`config.mk`:
```
export PLATFORM = sky130hd
export DESIGN_NAME = gmii_arp_rx
export DESIGN_NICKNAME = d
export VERILOG_FILES = /design/src/rtl/gmii_arp_rx.sv
export SDC_FILE = /design/constraint.sdc
export NUM_CORES = 1
export LEC_CHECK = 0
export BUFFER_PORTS_ARGS = -buffer_cell sky130_fd_sc_hd__clkbuf_2
export CORE_MARGIN = 2
export CORE_UTILIZATION = 60
export CTS_CLUSTER_DIAMETER = 50
export DETAILED_ROUTE_END_ITERATION = 12
export PLACE_DENSITY = 0.89
export REMOVE_ABC_BUFFERS = 1
export SLEW_MARGIN = 0
export SYNTH_ARGS = -nofsm -noshare
export SYNTH_HDL_FRONTEND = slang
export SYNTH_SLANG_ARGS = --single-unit
```
`constraint.sdc`:
```
create_clock -name clock -period 4.05 [get_ports clock]
set_input_delay 0.405 -clock clock [delete_from_list [all_inputs] [get_ports clock]]
set_output_delay 0.405 -clock clock [all_outputs]
set_load 0.01 [all_outputs]
```
`src/rtl/gmii_arp_rx.sv`:
```
// gmii_arp_rx: GMII receive parser that qualifies frames and reports ARP requests for MY_IP.
// Define GMII_ARP_RX_FCS_CHECK_EN to gate frame acceptance on the Ethernet CRC-32.
module gmii_arp_rx #(
    parameter logic [31:0] MY_IP   = 32'h0A00_1563,
    parameter logic [47:0] MY_MAC  = 48'h0030_1BA0_A48E,
    parameter int          MAX_LEN = 1518
) (
    input  logic        clock,
    input  logic        reset_n,
    input  logic        rx_dv,
    input  logic [7:0]  rx_data,
    output logic        arp_valid,
    output logic [47:0] arp_sha,
    output logic [31:0] arp_spa,
    output logic [15:0] frame_ok_cnt,
    output logic [15:0] frame_err_cnt,
    output logic        busy
);
    localparam logic [10:0] MAX_IDX = 11'(MAX_LEN);
    localparam logic [10:0] MIN_LEN = 11'd64;

    typedef enum logic [1:0] {IDLE, PRE, BODY, DROP} state_t;
    state_t state, state_next;

    logic [10:0] idx;
    logic        after_reset;
    logic        hit;
    logic        dst_bcast;
    logic        dst_mine;
    logic [47:0] sha_shadow;
    logic [31:0] spa_shadow;
    logic        fcs_good;

    logic        start_body;
    logic        take_byte;
    logic        count_ok;
    logic        count_err;
    logic        accept;

    logic        field_chk;
    logic [7:0]  field_exp;
    logic        dst_chk;
    logic [7:0]  dst_exp;

    assign busy = (state != IDLE);

    // Expected byte for every fixed ARP header position and for the unicast destination MAC.
    always_comb begin
        field_chk = 1'b1;
        field_exp = 8'h00;
        dst_chk   = 1'b1;
        dst_exp   = 8'h00;
        case (idx)
            11'd0:  dst_exp = MY_MAC[47:40];
            11'd1:  dst_exp = MY_MAC[39:32];
            11'd2:  dst_exp = MY_MAC[31:24];
            11'd3:  dst_exp = MY_MAC[23:16];
            11'd4:  dst_exp = MY_MAC[15:8];
            11'd5:  dst_exp = MY_MAC[7:0];
            default: dst_chk = 1'b0;
        endcase
        case (idx)
            11'd12: field_exp = 8'h08;
            11'd13: field_exp = 8'h06;
            11'd14: field_exp = 8'h00;
            11'd15: field_exp = 8'h01;
            11'd16: field_exp = 8'h08;
            11'd17: field_exp = 8'h00;
            11'd18: field_exp = 8'h06;
            11'd19: field_exp = 8'h04;
            11'd20: field_exp = 8'h00;
            11'd21: field_exp = 8'h01;
            11'd38: field_exp = MY_IP[31:24];
            11'd39: field_exp = MY_IP[23:16];
            11'd40: field_exp = MY_IP[15:8];
            11'd41: field_exp = MY_IP[7:0];
            default: field_chk = 1'b0;
        endcase
    end

    always_comb begin
        state_next = state;
        start_body = 1'b0;
        take_byte  = 1'b0;
        count_ok   = 1'b0;
        count_err  = 1'b0;
        accept     = 1'b0;
        case (state)
            IDLE: begin
                // A frame already under way when reset released is skipped silently.
                if (rx_dv) begin
                    if (after_reset) begin
                        state_next = DROP;
                    end else if (rx_data == 8'h55) begin
                        state_next = PRE;
                    end else begin
                        state_next = DROP;
                        count_err  = 1'b1;
                    end
                end
            end
            PRE: begin
                if (!rx_dv) begin
                    state_next = IDLE;
                end else if (rx_data == 8'hD5) begin
                    state_next = BODY;
                    start_body = 1'b1;
                end else if (rx_data != 8'h55) begin
                    state_next = DROP;
                    count_err  = 1'b1;
                end
            end
            BODY: begin
                if (!rx_dv) begin
                    state_next = IDLE;
                    if (idx >= MIN_LEN && idx <= MAX_IDX && fcs_good) begin
                        count_ok = 1'b1;
                        accept   = hit && (dst_bcast || dst_mine);
                    end else begin
                        count_err = 1'b1;
                    end
                end else if (idx == MAX_IDX) begin
                    state_next = DROP;
                    count_err  = 1'b1;
                end else begin
                    take_byte = 1'b1;
                end
            end
            DROP: begin
                if (!rx_dv) begin
                    state_next = IDLE;
                end
            end
            default: state_next = IDLE;
        endcase
    end

    always_ff @(posedge clock) begin
        if (!reset_n) begin
            state         <= IDLE;
            after_reset   <= 1'b1;
            idx           <= 11'd0;
            hit           <= 1'b0;
            dst_bcast     <= 1'b0;
            dst_mine      <= 1'b0;
            sha_shadow    <= 48'd0;
            spa_shadow    <= 32'd0;
            arp_valid     <= 1'b0;
            arp_sha       <= 48'd0;
            arp_spa       <= 32'd0;
            frame_ok_cnt  <= 16'd0;
            frame_err_cnt <= 16'd0;
        end else begin
            state       <= state_next;
            after_reset <= 1'b0;
            arp_valid   <= accept;
            if (start_body) begin
                idx       <= 11'd0;
                hit       <= 1'b1;
                dst_bcast <= 1'b1;
                dst_mine  <= 1'b1;
            end
            if (take_byte) begin
                idx <= idx + 11'd1;
                if (dst_chk && rx_data != 8'hFF) begin
                    dst_bcast <= 1'b0;
                end
                if (dst_chk && rx_data != dst_exp) begin
                    dst_mine <= 1'b0;
                end
                if (field_chk && rx_data != field_exp) begin
                    hit <= 1'b0;
                end
                if (idx >= 11'd22 && idx <= 11'd27) begin
                    sha_shadow <= {sha_shadow[39:0], rx_data};
                end
                if (idx >= 11'd28 && idx <= 11'd31) begin
                    spa_shadow <= {spa_shadow[23:0], rx_data};
                end
            end
            if (count_ok && frame_ok_cnt != 16'hFFFF) begin
                frame_ok_cnt <= frame_ok_cnt + 16'd1;
            end
            if (count_err && frame_err_cnt != 16'hFFFF) begin
                frame_err_cnt <= frame_err_cnt + 16'd1;
            end
            if (accept) begin
                arp_sha <= sha_shadow;
                arp_spa <= spa_shadow;
            end
        end
    end

`ifdef GMII_ARP_RX_FCS_CHECK_EN
    logic [31:0] crc;

    function automatic logic [31:0] crc32_byte(input logic [31:0] c, input logic [7:0] d);
        logic [31:0] r;
        r = c;
        for (int i = 0; i < 8; i++) begin
            r = (r[0] ^ d[i]) ? ((r >> 1) ^ 32'hEDB8_8320) : (r >> 1);
        end
        return r;
    endfunction

    // Running over the FCS bytes too leaves the fixed CRC-32 residue on an intact frame.
    always_ff @(posedge clock) begin
        if (!reset_n) begin
            crc <= 32'hFFFF_FFFF;
        end else if (start_body) begin
            crc <= 32'hFFFF_FFFF;
        end else if (take_byte) begin
            crc <= crc32_byte(crc, rx_data);
        end
    end

    assign fcs_good = (crc == 32'hDEBB_20E3);
`else
    assign fcs_good = 1'b1;
`endif

endmodule

```
Yosys cells after proc, flatten, opt, wreduce, memory -nomap -nowiden
Index checks and enable logic that the tools add are counted.
Storage, ports and cells
  output and inout port bits: 114
  register bits after elaboration: 210
Cells by class
  order comparisons: 6
  eq/ne operators: 35
  multiplexer cells: 48
  add/sub/neg operators: 3
  reductions and logical operators: 22
Operators by type and width (count)
  $eq A11 B5 Y1 const B: 6
  $pmux W7 S7: 1
  $eq A11 B4 Y1 const B: 4
  $eq A11 B6 Y1 const B: 4
  $pmux W8 S5: 1
  $mux W1: 33
  $add A16 B1 Y16 const B: 2
  $ne A16 B16 Y1 const B: 2
  $eq A11 B2 Y1 const B: 2
  $eq A11 B3 Y1 const B: 2
  $ge A11 B5 Y1 const B: 2
  $le A11 B5 Y1 const B: 2
  $mux W11: 2
  $mux W2: 9
  $ne A8 B8 Y1: 2
  $reduce_or A14 Y1: 1
  $add A11 B1 Y11 const B: 1
  $eq A11 B1 Y1 const B: 1
  $eq A11 B11 Y1 const B: 1
  $ge A11 B7 Y1 const B: 1
  $le A11 B11 Y1 const B: 1
  $logic_not A11 Y1: 1
  $logic_and A1 B1 Y1: 9
  $eq A8 B7 Y1 const B: 1
  other kinds (17): 23

Depth between registers and ports, before layout
Gate-level depths: netlist of the first run.
  word-level depth: 7
  depth in mapped cells: 9
  gate-level depth less buffers: 8

Worst setup path before layout of the first run
OpenSTA, ideal clock, no wires.
  path kind: input-to-reg
  start: in rx_data[2]
  end: reg frame_err_cnt[0]
  data arrival time: 1.933 ns
  path buffers: 3
  slack: 1.989 ns
  cell stages on the path: 9
  setup time: 0.128 ns
  cell sequence: buf_2 nand4_1 nor4_1 a21oi_1 o21ai_2 buf_6 buf_2 xor2_1 nor2_1
Between the ends
  longest elaborated chain between the ends: 6
  elaborated cells on any way between the ends: 11
  those cells by class: eq/ne (3); mux (7); reduce/logical (1)
RTL lines
  from (decl): RTL line 11  | input logic [7:0] rx_data,
  $ne A8 B7 Y1 / $eq A8 B7 Y1 (equally long branches): RTL line 108, 94
  $mux W1, on equally long branches: RTL line 108, 94
  $mux W1, on equally long branches: RTL line 105, 92
  $mux W1, on equally long branches: RTL line 103, 91
  $pmux W1 S3 (*): RTL line 88  | case (state)
  $logic_and A1 B1 Y1 (*): RTL line 184  | if (count_err && frame_err_cnt != 16'hFFFF) begin
  to (signal assigned): RTL line 185  | frame_err_cnt <= frame_err_cnt + 16'd1;
  to (decl): RTL line 16  | output logic [15:0] frame_err_cnt,
Mark *: on every way between the ends. The rest lies on a longest branch, timed or not.
A chain may end at the register's enable or synchronous reset.

Final worst setup path of the first run
  start: reg idx[5]
  end: reg arp_spa[30]
Between the ends
  longest elaborated chain between the ends: 5
  elaborated cells on any way between the ends: 6
  those cells by class: order compare (2); mux (3); reduce/logical (1)
RTL lines
  from (decl): RTL line 25  | logic [10:0] idx;
  from (signal assigned): RTL line 164  | idx <= idx + 11'd1;
  $ge A11 B7 Y1 / $le A11 B11 Y1 (equally long branches): RTL line 116  | if (idx >= MIN_LEN && idx <= MAX_IDX && fcs_good) begin
  $logic_and A1 B1 Y1 (*): RTL line 116
  $mux W1 (*): RTL line 116
  $mux W1 (*): RTL line 114  | if (!rx_dv) begin
  $mux W1 (*): RTL line 88
  to (signal assigned): RTL line 189  | arp_spa <= spa_shadow;
  to (decl): RTL line 14  | output logic [31:0] arp_spa,
Marks and branches as above.

==> metrics.txt, run 1 <==
via density per instance=5.666; clock root buffer master=clkbuf_16; worst min path class=primary input to flip-flop; Routed WL=around 19000 um; Seq cells post-synth=210; ant diodes=0; RSZ-0062 raised after global routing=no; Static Leak=~3.6 nW; first-pass GRT wire length=31220 um; # port buffers=124; Total GRT Usage=24.75%; initial core utilization=between 60% and 70%; gr ovfl total=0; Rows=43; Worst-path clk slew=60 ps; CP max-delay cell=or2_2; routed vias=a little under 8000; power consumption=roughly 4.2 mW; area leader, netlist=dfxtp_1; min Tclk post-route=about 3000 ps; Final period util=about three quarters; post_cts resized=0; Slew Viols, Final=0; Pint=3.313 mW; yosys warns=0; Die Span Y=between 100 and 150 um; pin count of the biggest net entering global routing=between 100 and 150; relative slew slack=approximately two fifths; Synth top area share=roughly half; H-Tree Depth=1; 1st-iter DRT viols=820; Final WS setup=between 1000 and 1500 ps; Max Cap Viol=0; synth top area cells=dfxtp_1 49%, nand2_1 16%, a21oi_1 10%; type of origin of the critical path=flip-flop; vias in the first global route=slightly below 7000; Post-DRT Antenna Nets=0; number of fill cells=1099; setup TNS=0 ps; library cells used by synthesis=about 60; DP Area=between 9000 and 10000 sq um; initial antenna violation count=0; Clock power frac=48.0%; Post-synth top flop=dfxtp_1; die extent in x=~120 um; synthesized area per cell=between 7 and 8 sq um; Clock Tree Buf Depth=3; Worst-Skew Late Latency=about 500 ps; hold slack=230.9 ps; Hold Vio Cnt, Final=0; Logic pwr share=~2.3%; Net Switching=between 0.8 and 0.9 mW; Max FO, Critical Path=40; Most common cell on crit path=nand2_1; pre-CTS setup slack=between 1000 and 1500 ps; most numerous cell in the Yosys netlist=nand2_1; fin area=about 10000 sq um; Final GP Congestion=0.9632; switching part of the total power=between 20 and 25%; worst path arrival time=3420 ps; CP peak stage delay=approximately 710 ps; register area=around 4200 sq um; Post-synth EDFFs=0; core area=between 10000 and 15000 sq um; CP required=4450 ps; area of the multi-input gates=3960 sq um; Reg power frac=49.7%; Critical Path, Cell by Cell=nand4_2 -> a221o_1 -> nand2_1 -> or2_2 -> buf_4 -> nand2_1 -> a21oi_1; Seq/Total Area, Yosys=between 40% and 50%; Netlist Area Pre-Place=around 8500 sq um; Setup Fix Bufs, Post-CTS=0; total CTS buffers=22; PwrDens=~420 nW/um^2; Final setup viols=0; CTS tree=yes; num ports=between 100 and 150; die area=approximately 15000 sq um; first-pass detailed-route iteration total=5; clock skew=20.70 ps; WL per Instance=around 14 um; maximum vdd drop=roughly 250 uV; P&R area growth vs syn=16.02%; fmax=around 330 MHz; status=finished, final reports clean; Clock Sinks=210; Crit Path Category=flip-flop to flip-flop; ratio of cells with drive above 1 in the final layout=between 10% and 20%; top post-synthesis cells by count=355 x nand2_1, 210 x dfxtp_1, 178 x a21oi_1; Post-DP HPWL=about 12000 um; Layout Nets=~1200; Gate Count Post-Synth=approximately 1100; CP endpoint kind=flip-flop; Slew @ Worst Pin=906.2 ps; drt drc=0; ys async rst share=0%; CTS Hold Buffers Added=0
[stage by stage]
step           instances  util, %
2_1_floorplan       1020        -
3_3_place_gp        1333    65.93
3_5_place_dp        1333    65.93
4_1_cts             1370    71.17
5_1_grt             1370    71.17
6_report            1370    71.17
[layer usage]
| metal | track usage, % | share of wire (%) | vias up |
|---|---|---|---|
| met5 | 0 | 0 | - |
| met4 | 8.239 | 2.1 | 0 |
| met3 | 4.105 | 5.9 | 37 |
| met2 | 40.97 | 49 | 251 |
| met1 | 32.94 | 43 | 3636 |
| li1 | - | - | 3839 |
[power by group through the flow]
stage               logic (mW)  registers, mW  clock network (mW)
finish                  0.0979           2.08                2.00
global route             0.107           2.07                2.13
CTS                     0.0967           2.08                2.03
detailed placement      0.0959           2.12                   0
floorplan               0.0549           2.12                   0
global placement        0.0958           2.12                   0
[critical path: cells and delay by family (launching register included)]
kind	cells	cell delay [ps]
buffers and inverters	1	380
flip-flops	1	670
AO/OA/AOI/OAI	2	630
AND/OR/NAND/NOR	4	1230
[logic make-up (layout without fill, tap and decap cells)]
logic type               Yosys count  count (layout)  share of synthesized area [%]
AO/OA/AOI/OAI                    236             236                          15.34
adder cells (fa/ha/maj)            6               6                         0.8816
AND/OR/NAND/NOR                  521             521                          26.64
flip-flops                       210             210                          49.37
XOR/XNOR                          22              22                          2.263
multiplexers                      10              10                          1.220
buffers and inverters             87             185                          4.290
[area by class of cell]
cell class                      count  share of cell area (%)
Sequential cell                   210                   42.55
Tap cell                          180                   2.280
Inverter                           15                  0.6206
Timing Repair Buffer              133                   7.092
Clock buffer                       29                   6.358
Multi-Input combinational cell    795                   40.08
Clock inverter                      8                   1.013
[cells in the final DEF, fill, tap and decap left out, drive strengths merged, types with 12 or more instances in the layout]
cell    instances
nand4          16
dfxtp         210
nand3          23
nor2           50
inv            17
a21oi         178
clkbuf        153
nor3           12
nand2         355
xnor2          15
o21ai          19
[final timing paths]
check        slack (ps)  cells past startpoint             to           start
max reg2reg        1040                      7    arp_spa[30]          idx[5]
min                 230                      3  sha_shadow[4]      rx_data[4]
min reg2reg         450                      2    arp_sha[46]  sha_shadow[46]
max                1040                      7    arp_spa[30]          idx[5]
[registers in the layout, summed over array words and instances (netlist names), 2 cells and up]
name / cells
spa_shadow: 32
arp_sha: 48
arp_spa: 32
sha_shadow: 48
idx: 11
frame_ok_cnt: 16
state: 2
frame_err_cnt: 16
No activity file was read; power rests on OpenSTA's default activity.
==> inputs of run 2 (changes only) <==
--- a/config.mk
+++ b/config.mk
@@ -7,10 +7,10 @@
 export LEC_CHECK = 0
 export BUFFER_PORTS_ARGS = -buffer_cell sky130_fd_sc_hd__clkbuf_2
 export CORE_MARGIN = 2
-export CORE_UTILIZATION = 60
+export CORE_UTILIZATION = 57
 export CTS_CLUSTER_DIAMETER = 50
 export DETAILED_ROUTE_END_ITERATION = 12
-export PLACE_DENSITY = 0.89
+export PLACE_DENSITY = 0.86
 export REMOVE_ABC_BUFFERS = 1
 export SLEW_MARGIN = 0
 export SYNTH_ARGS = -nofsm -noshare
==> constraint.sdc (replaced) <==
create_clock -name clock -period 2.87 [get_ports clock]
set_input_delay 0.287 -clock clock [delete_from_list [all_inputs] [get_ports clock]]
set_output_delay 0.287 -clock clock [all_outputs]
set_load 0.01 [all_outputs]
==> metrics.txt, run 2 (synthesis gave the netlist of run 1 again) <==
PwrDens=594.0 nW/um^2 (was 422.7 nW/um^2); RSZ-0062 raised after global routing=no (unchanged); Setup Fix Bufs, Post-CTS=0 (unchanged); Pint=4.697 mW (was 3.313 mW); maximum vdd drop=562.3 uV (was 247.1 uV); Clock power frac=48.3% (was 48.0%); Hold Vio Cnt, Final=0 (unchanged); Post-DP HPWL=12410 um (was 11940 um); Clock Tree Buf Depth=3 (unchanged); pin count of the biggest net entering global routing=80 (was 129); Post-DRT Antenna Nets=0 (unchanged); Reg power frac=49.3% (was 49.7%); startpoint of the worst register-to-register path=idx[3] (was idx[5]); routed vias=7696 (was 7763); H-Tree Depth=1 (unchanged); pre-CTS setup slack=404.0 ps (was 1129 ps); worst path arrival time=2960 ps (was 3420 ps); Worst-path clk slew=60 ps (about the same); Net Switching=1.249 mW (was 0.8633 mW); first-pass GRT wire length=31970 um (was 31220 um); fmax=394.5 MHz (was 331.7 MHz); CP required=3290 ps (was 4450 ps); total CTS buffers=23 (was 22); Final GP Congestion=0.9215 (was 0.9632); Worst Hold Launch=rx_data[6] (was rx_data[4]); hold slack=138.4 ps (was 230.9 ps); clock skew=11.08 ps (was 20.70 ps); power consumption=5.947 mW (was 4.176 mW); Final setup viols=0 (unchanged); type of origin of the critical path=flip-flop (unchanged); num ports=125 (unchanged); number of fill cells=1208 (was 1099); clock root buffer master=clkbuf_16 (unchanged); Largest regs=arp_sha (48), sha_shadow (48) (unchanged); ant diodes=0 (unchanged); initial core utilization=58.37% (was 61.35%); Rows=44 (was 43); Max Cap Viol=0 (unchanged); status=finished, final reports clean (unchanged); Max FO, Critical Path=23 (was 40); Routed WL=19410 um (was 19420 um); Slew @ Worst Pin=881.6 ps (was 906.2 ps); gr ovfl total=0 (unchanged); post_cts resized=0 (unchanged); relative slew slack=41.23% (was 39.59%); commonest non-fill, non-tap cell in the layout=nand2_1 (unchanged); Die Span Y=126.2 um (was 123.1 um); min Tclk post-route=2535 ps (was 3015 ps); # port buffers=124 (unchanged); Layout Nets=1204 (was 1194); P&R area growth vs syn=17.57% (was 16.02%); most frequent cells in the layout=355 x nand2_1, 210 x dfxtp_1, 178 x a21oi_1, 124 x clkbuf_2, 49 x nor2_1 (unchanged); die area=15930 sq um (was 15160 sq um); via density per instance=5.549 (was 5.666); drt drc=0 (unchanged); die extent in x=126.2 um (was 123.1 um); first-pass detailed-route iteration total=6 (was 5); vias in the first global route=6934 (was 6797); core area=14590 sq um (was 13880 sq um); Final WS setup=335.0 ps (was 1035 ps); Static Leak=3.635 nW (was 3.557 nW); switching part of the total power=21.01% (was 20.67%); 1st-iter DRT viols=647 (was 820); Total GRT Usage=23.40% (was 24.75%); Logic pwr share=2.4% (was 2.3%); Final period util=88.33% (was 74.44%); ratio of cells with drive above 1 in the final layout=16.38% (was 15.46%); Worst-Skew Late Latency=490 ps (was 500 ps); Clock Sinks=210 (unchanged); WL per Instance=14.00 um (was 14.18 um); CTS Hold Buffers Added=0 (unchanged); Crit Path Category=flip-flop to flip-flop (unchanged); initial antenna violation count=1 (was 0); Slew Viols, Final=0 (unchanged); CP endpoint kind=flip-flop (unchanged); CTS tree=yes (unchanged); crit path from=idx[3] (was idx[5]); worst min path class=primary input to flip-flop (unchanged)
[run 2: layout make-up]
class                      instances  area (sq um)  share of cell area (%)
timing repair buffer             142         805.8                   8.048
inverter                          15         61.31                  0.6123
multi-input combinational        795          3960                   39.55
sequential                       210          4204                   41.99
clock buffer                      29         628.1                   6.273
tap                              184         230.2                   2.299
clock inverter                    12         122.6                   1.225
[run 2: path summary, 6_finish.rpt]
check | to | slack, ps | depth (start not counted)
max reg2reg | frame_err_cnt[11] | 340 | 6
min reg2reg | sha_shadow[46] | 450 | 2
min | spa_shadow[6] | 140 | 3
max | frame_err_cnt[11] | 340 | 6
[run 2: layer usage]
metal,GRT usage [%],wire length [um],up-vias
met5,0,0,-
met3,3.781,1211,22
met1,30.81,8355,3566
met4,6.464,275,0
met2,40.04,9570,247
li1,-,-,3861
[run 2: worst max-delay path: stages (launching register included)]
cell and delay (ps):
dfxtp_1 620, nand4_1 160, a221o_1 410, a211oi_2 310, o21ai_2 280, or4_1 540, a21oi_1 140
[run 2: stage by stage]
| step | cell area (sq um) | TNS [ps] | std cells | utilization [%] |
|---|---|---|---|---|
| 3_3_place_gp | 9261 | 0 | 1346 | 63.48 |
| 3_5_place_dp | 9261 | 0 | 1346 | 63.48 |
| 4_1_cts | 10010 | 0 | 1387 | 68.63 |
| 6_report | 10010 | 0 | 1387 | 68.63 |
| 2_1_floorplan | 8207 | -118910 | 1020 | - |
| 5_1_grt | 10010 | 0 | 1387 | 68.63 |
[run 2: power by group through the flow]
stage | registers (mW) | logic, mW | clock network, mW
after floorplan | 2.99 | 0.0774 | 0
after global placement | 2.99 | 0.141 | 0
after detailed placement | 2.99 | 0.142 | 0
after CTS | 2.93 | 0.143 | 2.92
after global routing | 2.93 | 0.158 | 3.07
final | 2.93 | 0.144 | 2.87
==> inputs of run 3 (changes only) <==
--- a/config.mk
+++ b/config.mk
@@ -5,9 +5,11 @@
 export SDC_FILE = /design/constraint.sdc
 export NUM_CORES = 1
 export LEC_CHECK = 0
+export ABC_AREA = 1
 export BUFFER_PORTS_ARGS = -buffer_cell sky130_fd_sc_hd__clkbuf_2
+export CAP_MARGIN = 20
 export CORE_MARGIN = 2
-export CORE_UTILIZATION = 57
+export CORE_UTILIZATION = 58
 export CTS_CLUSTER_DIAMETER = 50
 export DETAILED_ROUTE_END_ITERATION = 12
 export PLACE_DENSITY = 0.86
==> metrics.txt, run 3 <==
# port buffers=124 (unchanged); met2 Use GR=42.58% (was 40.04%); post_cts resized=0 (unchanged); worst reg-to-reg path cell count=11 (was 6); first-pass GRT wire length=35620 um (was 31970 um); via density per instance=5.420 (was 5.549); GRT busiest layer=met2 (unchanged); Seq/Total Area, Yosys=44.90% (was 49.37%); Max FO, Critical Path=37 (was 23); Hold EP=sha_shadow[1] (was spa_shadow[6]); met3 Usage GRT=4.180% (was 3.781%); ant diodes=0 (unchanged); die extent in x=131.1 um (was 126.2 um); Total GRT Usage=25.05% (was 23.40%); clock skew=32.83 ps (was 11.08 ps); ratio of cells with drive above 1 in the final layout=17.03% (was 16.38%); Netlist Area Pre-Place=9363 sq um (was 8516 sq um); startpoint of the worst register-to-register path=idx[3] (unchanged); Slew @ Worst Pin=677.9 ps (was 881.6 ps); core area=15830 sq um (was 14590 sq um); initial antenna violation count=0 (was 1); Critical Path, Cell by Cell=nand2_2 -> o21ai_1 -> nand2_1 -> nand2_1 -> nand3_2 -> nand2_2 -> nor2_4 -> nand2_4 -> buf_4 -> nand2_1 -> a21oi_1 (was nand4_1 -> a221o_1 -> a211oi_2 -> o21ai_2 -> or4_1 -> a21oi_1); Seq cells post-synth=210 (unchanged); CP max-delay cell=dfxtp_1 (unchanged); flop-to-flop setup slack=530 ps (was 340 ps); Hold Vio Cnt, Final=0 (unchanged); Worst-Skew Late Latency=530 ps (was 490 ps); Final setup viols=0 (unchanged); met1 Track Usage GR=33.17% (was 30.81%); die area=17180 sq um (was 15930 sq um); library cells used by synthesis=35 (was 61); initial core utilization=59.15% (was 58.37%); Clock Tree Buf Depth=3 (unchanged); PwrDens=592.6 nW/um^2 (was 594.0 nW/um^2); Post-DP HPWL=14220 um (was 12410 um); family with the most delay on the worst path=simple AND/OR/NAND/NOR gates (was compound AO/OA/AOI/OAI gates); Setup Fix Bufs, Post-CTS=0 (unchanged); Post-synth top flop=dfxtp_1 (unchanged); fmax=427.6 MHz (was 394.5 MHz); Rows=46 (was 44); pre-CTS setup slack=548.7 ps (was 404.0 ps); CTS tree=yes (unchanged); Final GP Congestion=0.9241 (was 0.9215); routed vias=8683 (was 7696); synthesized area per cell=7.303 sq um (was 7.798 sq um); Post-DRT Antenna Nets=0 (unchanged); top post-synthesis cells by count=211 x nand2_1, 210 x dfxtp_1, 191 x nor2_1 (was 355 x nand2_1, 210 x dfxtp_1, 178 x a21oi_1); CP endpoint kind=flip-flop (unchanged); Crit Path Category=flip-flop to flip-flop (unchanged); pin count of the biggest net entering global routing=65 (was 80); Max Cap Viol=0 (unchanged); yosys warns=0 (unchanged); Final WS setup=531.2 ps (was 335.0 ps); area leader, netlist=dfxtp_1 (unchanged); status=finished, final reports clean (unchanged); total CTS buffers=23 (unchanged); RSZ-0062 raised after global routing=no (unchanged); setup TNS=0 ps (unchanged); Worst-path clk slew=60 ps (about the same); worst min path class=primary input to flip-flop (unchanged); Gate Count Post-Synth=1282 (was 1092); vias in the first global route=7580 (was 6934); Die Span Y=131.1 um (was 126.2 um); P&R area growth vs syn=15.44% (was 17.57%); WL per Instance=13.72 um (was 14.00 um); Worst path depth=11 (was 6); CP peak stage delay=490 ps (was 620 ps); Slew Viols, Final=0 (unchanged); Static Leak=4.283 nW (was 3.635 nW); Largest regs=arp_sha (48), sha_shadow (48) (unchanged); H-Tree Depth=1 (unchanged); worst path arrival time=2790 ps (was 2960 ps); power consumption=6.404 mW (was 5.947 mW); synth top area cells=dfxtp_1 45%, nand2_1 8.5%, nor2_1 7.7% (was dfxtp_1 49%, nand2_1 16%, a21oi_1 10%); Synth top area share=44.90% (was 49.37%); Worst Hold Launch=rx_data[1] (was rx_data[6]); most numerous cell in the Yosys netlist=nand2_1 (unchanged); drt drc=0 (unchanged); Most common cell on crit path=nand2_1; relative slew slack=54.80% (was 41.23%); clock root buffer master=clkbuf_16 (unchanged); Post-synth EDFFs=0 (unchanged); most frequent cells in the layout=210 x nand2_1, 210 x dfxtp_1, 191 x nor2_1, 141 x a21oi_1, 135 x nand3_1 (was 355 x nand2_1, 210 x dfxtp_1, 178 x a21oi_1, 124 x clkbuf_2, 49 x nor2_1); Routed WL=21980 um (was 19410 um); Final period util=81.49% (was 88.33%); CP required=3320 ps (was 3290 ps); type of origin of the critical path=flip-flop (unchanged); gr ovfl total=0 (unchanged); Bufs and invs on worst path=1 (was 0); CTS Hold Buffers Added=0 (unchanged); 1st-iter DRT viols=838 (was 647); num ports=125 (unchanged); min Tclk post-route=2339 ps (was 2535 ps); Crit Reg-Reg Endpoint=arp_sha[2] (was frame_err_cnt[11]); ys async rst share=0% (unchanged); Clock Sinks=210 (unchanged); Layout Nets=1387 (was 1204); worst hold stages=3 (unchanged); first-pass detailed-route iteration total=5 (was 6); maximum vdd drop=444.6 uV (was 562.3 uV)
## run 3: changes by cell type in the layout (fill, tap and decap cells not counted), moves of 13 or more
cell	before	now
o21ai_0	18	64
nand3_1	22	135
nor2_1	49	191
nand2_1	355	210
xor2_1	7	20
a21oi_1	178	141
o21ai_1	0	33
inv_1	14	83
## run 3: worst min-delay path, stage by stage
cell	delay, ps
clkbuf_2	140
o21ai_0	100
nor2_1	90
## run 3: where the power goes
part	switching (mW)	leakage [nW]	total, mW	internal, mW
logic	0.252	2.19	0.355	0.103
registers	0.0248	1.69	2.96	2.93
clock network	1.22	0.398	3.09	1.87
## run 3: metal layers
metal / vias to the layer above / share of wire (%)
li1: 4388 / -
met1: 3961 / 44
met2: 298 / 47
met3: 36 / 6.8
met4: 0 / 2.2
met5: - / 0
## run 3: cells by family (layout without fill, tap and decap cells)
group,Yosys count,in the layout,synth area share (%)
buf+inv,168,272,8.165
compound gates,258,258,14.49
simple gates,614,614,29.21
fa+ha+maj,6,6,0.8018
xor+xnor,26,26,2.432
flops,210,210,44.90
## run 3: through the flow
stage | hold WS [ps] | util [%] | instances | instance area, sq um
after floorplan | 384.6 | - | 1205 | 8940
after global placement | 447.2 | 63.18 | 1561 | 10000
after detailed placement | 452.8 | 63.18 | 1561 | 10000
after CTS | 115.7 | 68.28 | 1602 | 10810
after global routing | 137.1 | 68.28 | 1602 | 10810
final | 121.9 | 68.28 | 1602 | 10810
## run 3: how the worst max path moves through the flow
stage	endpoint	start
after global routing	arp_sha[2]	idx[2]
after global placement	frame_err_cnt[0]	frame_err_cnt[0]
after CTS	frame_err_cnt[0]	frame_err_cnt[0]
after detailed placement	frame_ok_cnt[12]	idx[2]
final	arp_sha[2]	idx[3]
after floorplan	arp_spa[11]	idx[2]
## run 3: final cells by class
class / instances / area, sq um
Clock buffer: 29 / 638.1
Clock inverter: 12 / 170.2
Fill cell: 1297 / 5020
Inverter: 91 / 344.1
Multi-Input combinational cell: 904 / 4403
Sequential cell: 210 / 4204
Tap cell: 216 / 270.3
Timing Repair Buffer: 140 / 778.2
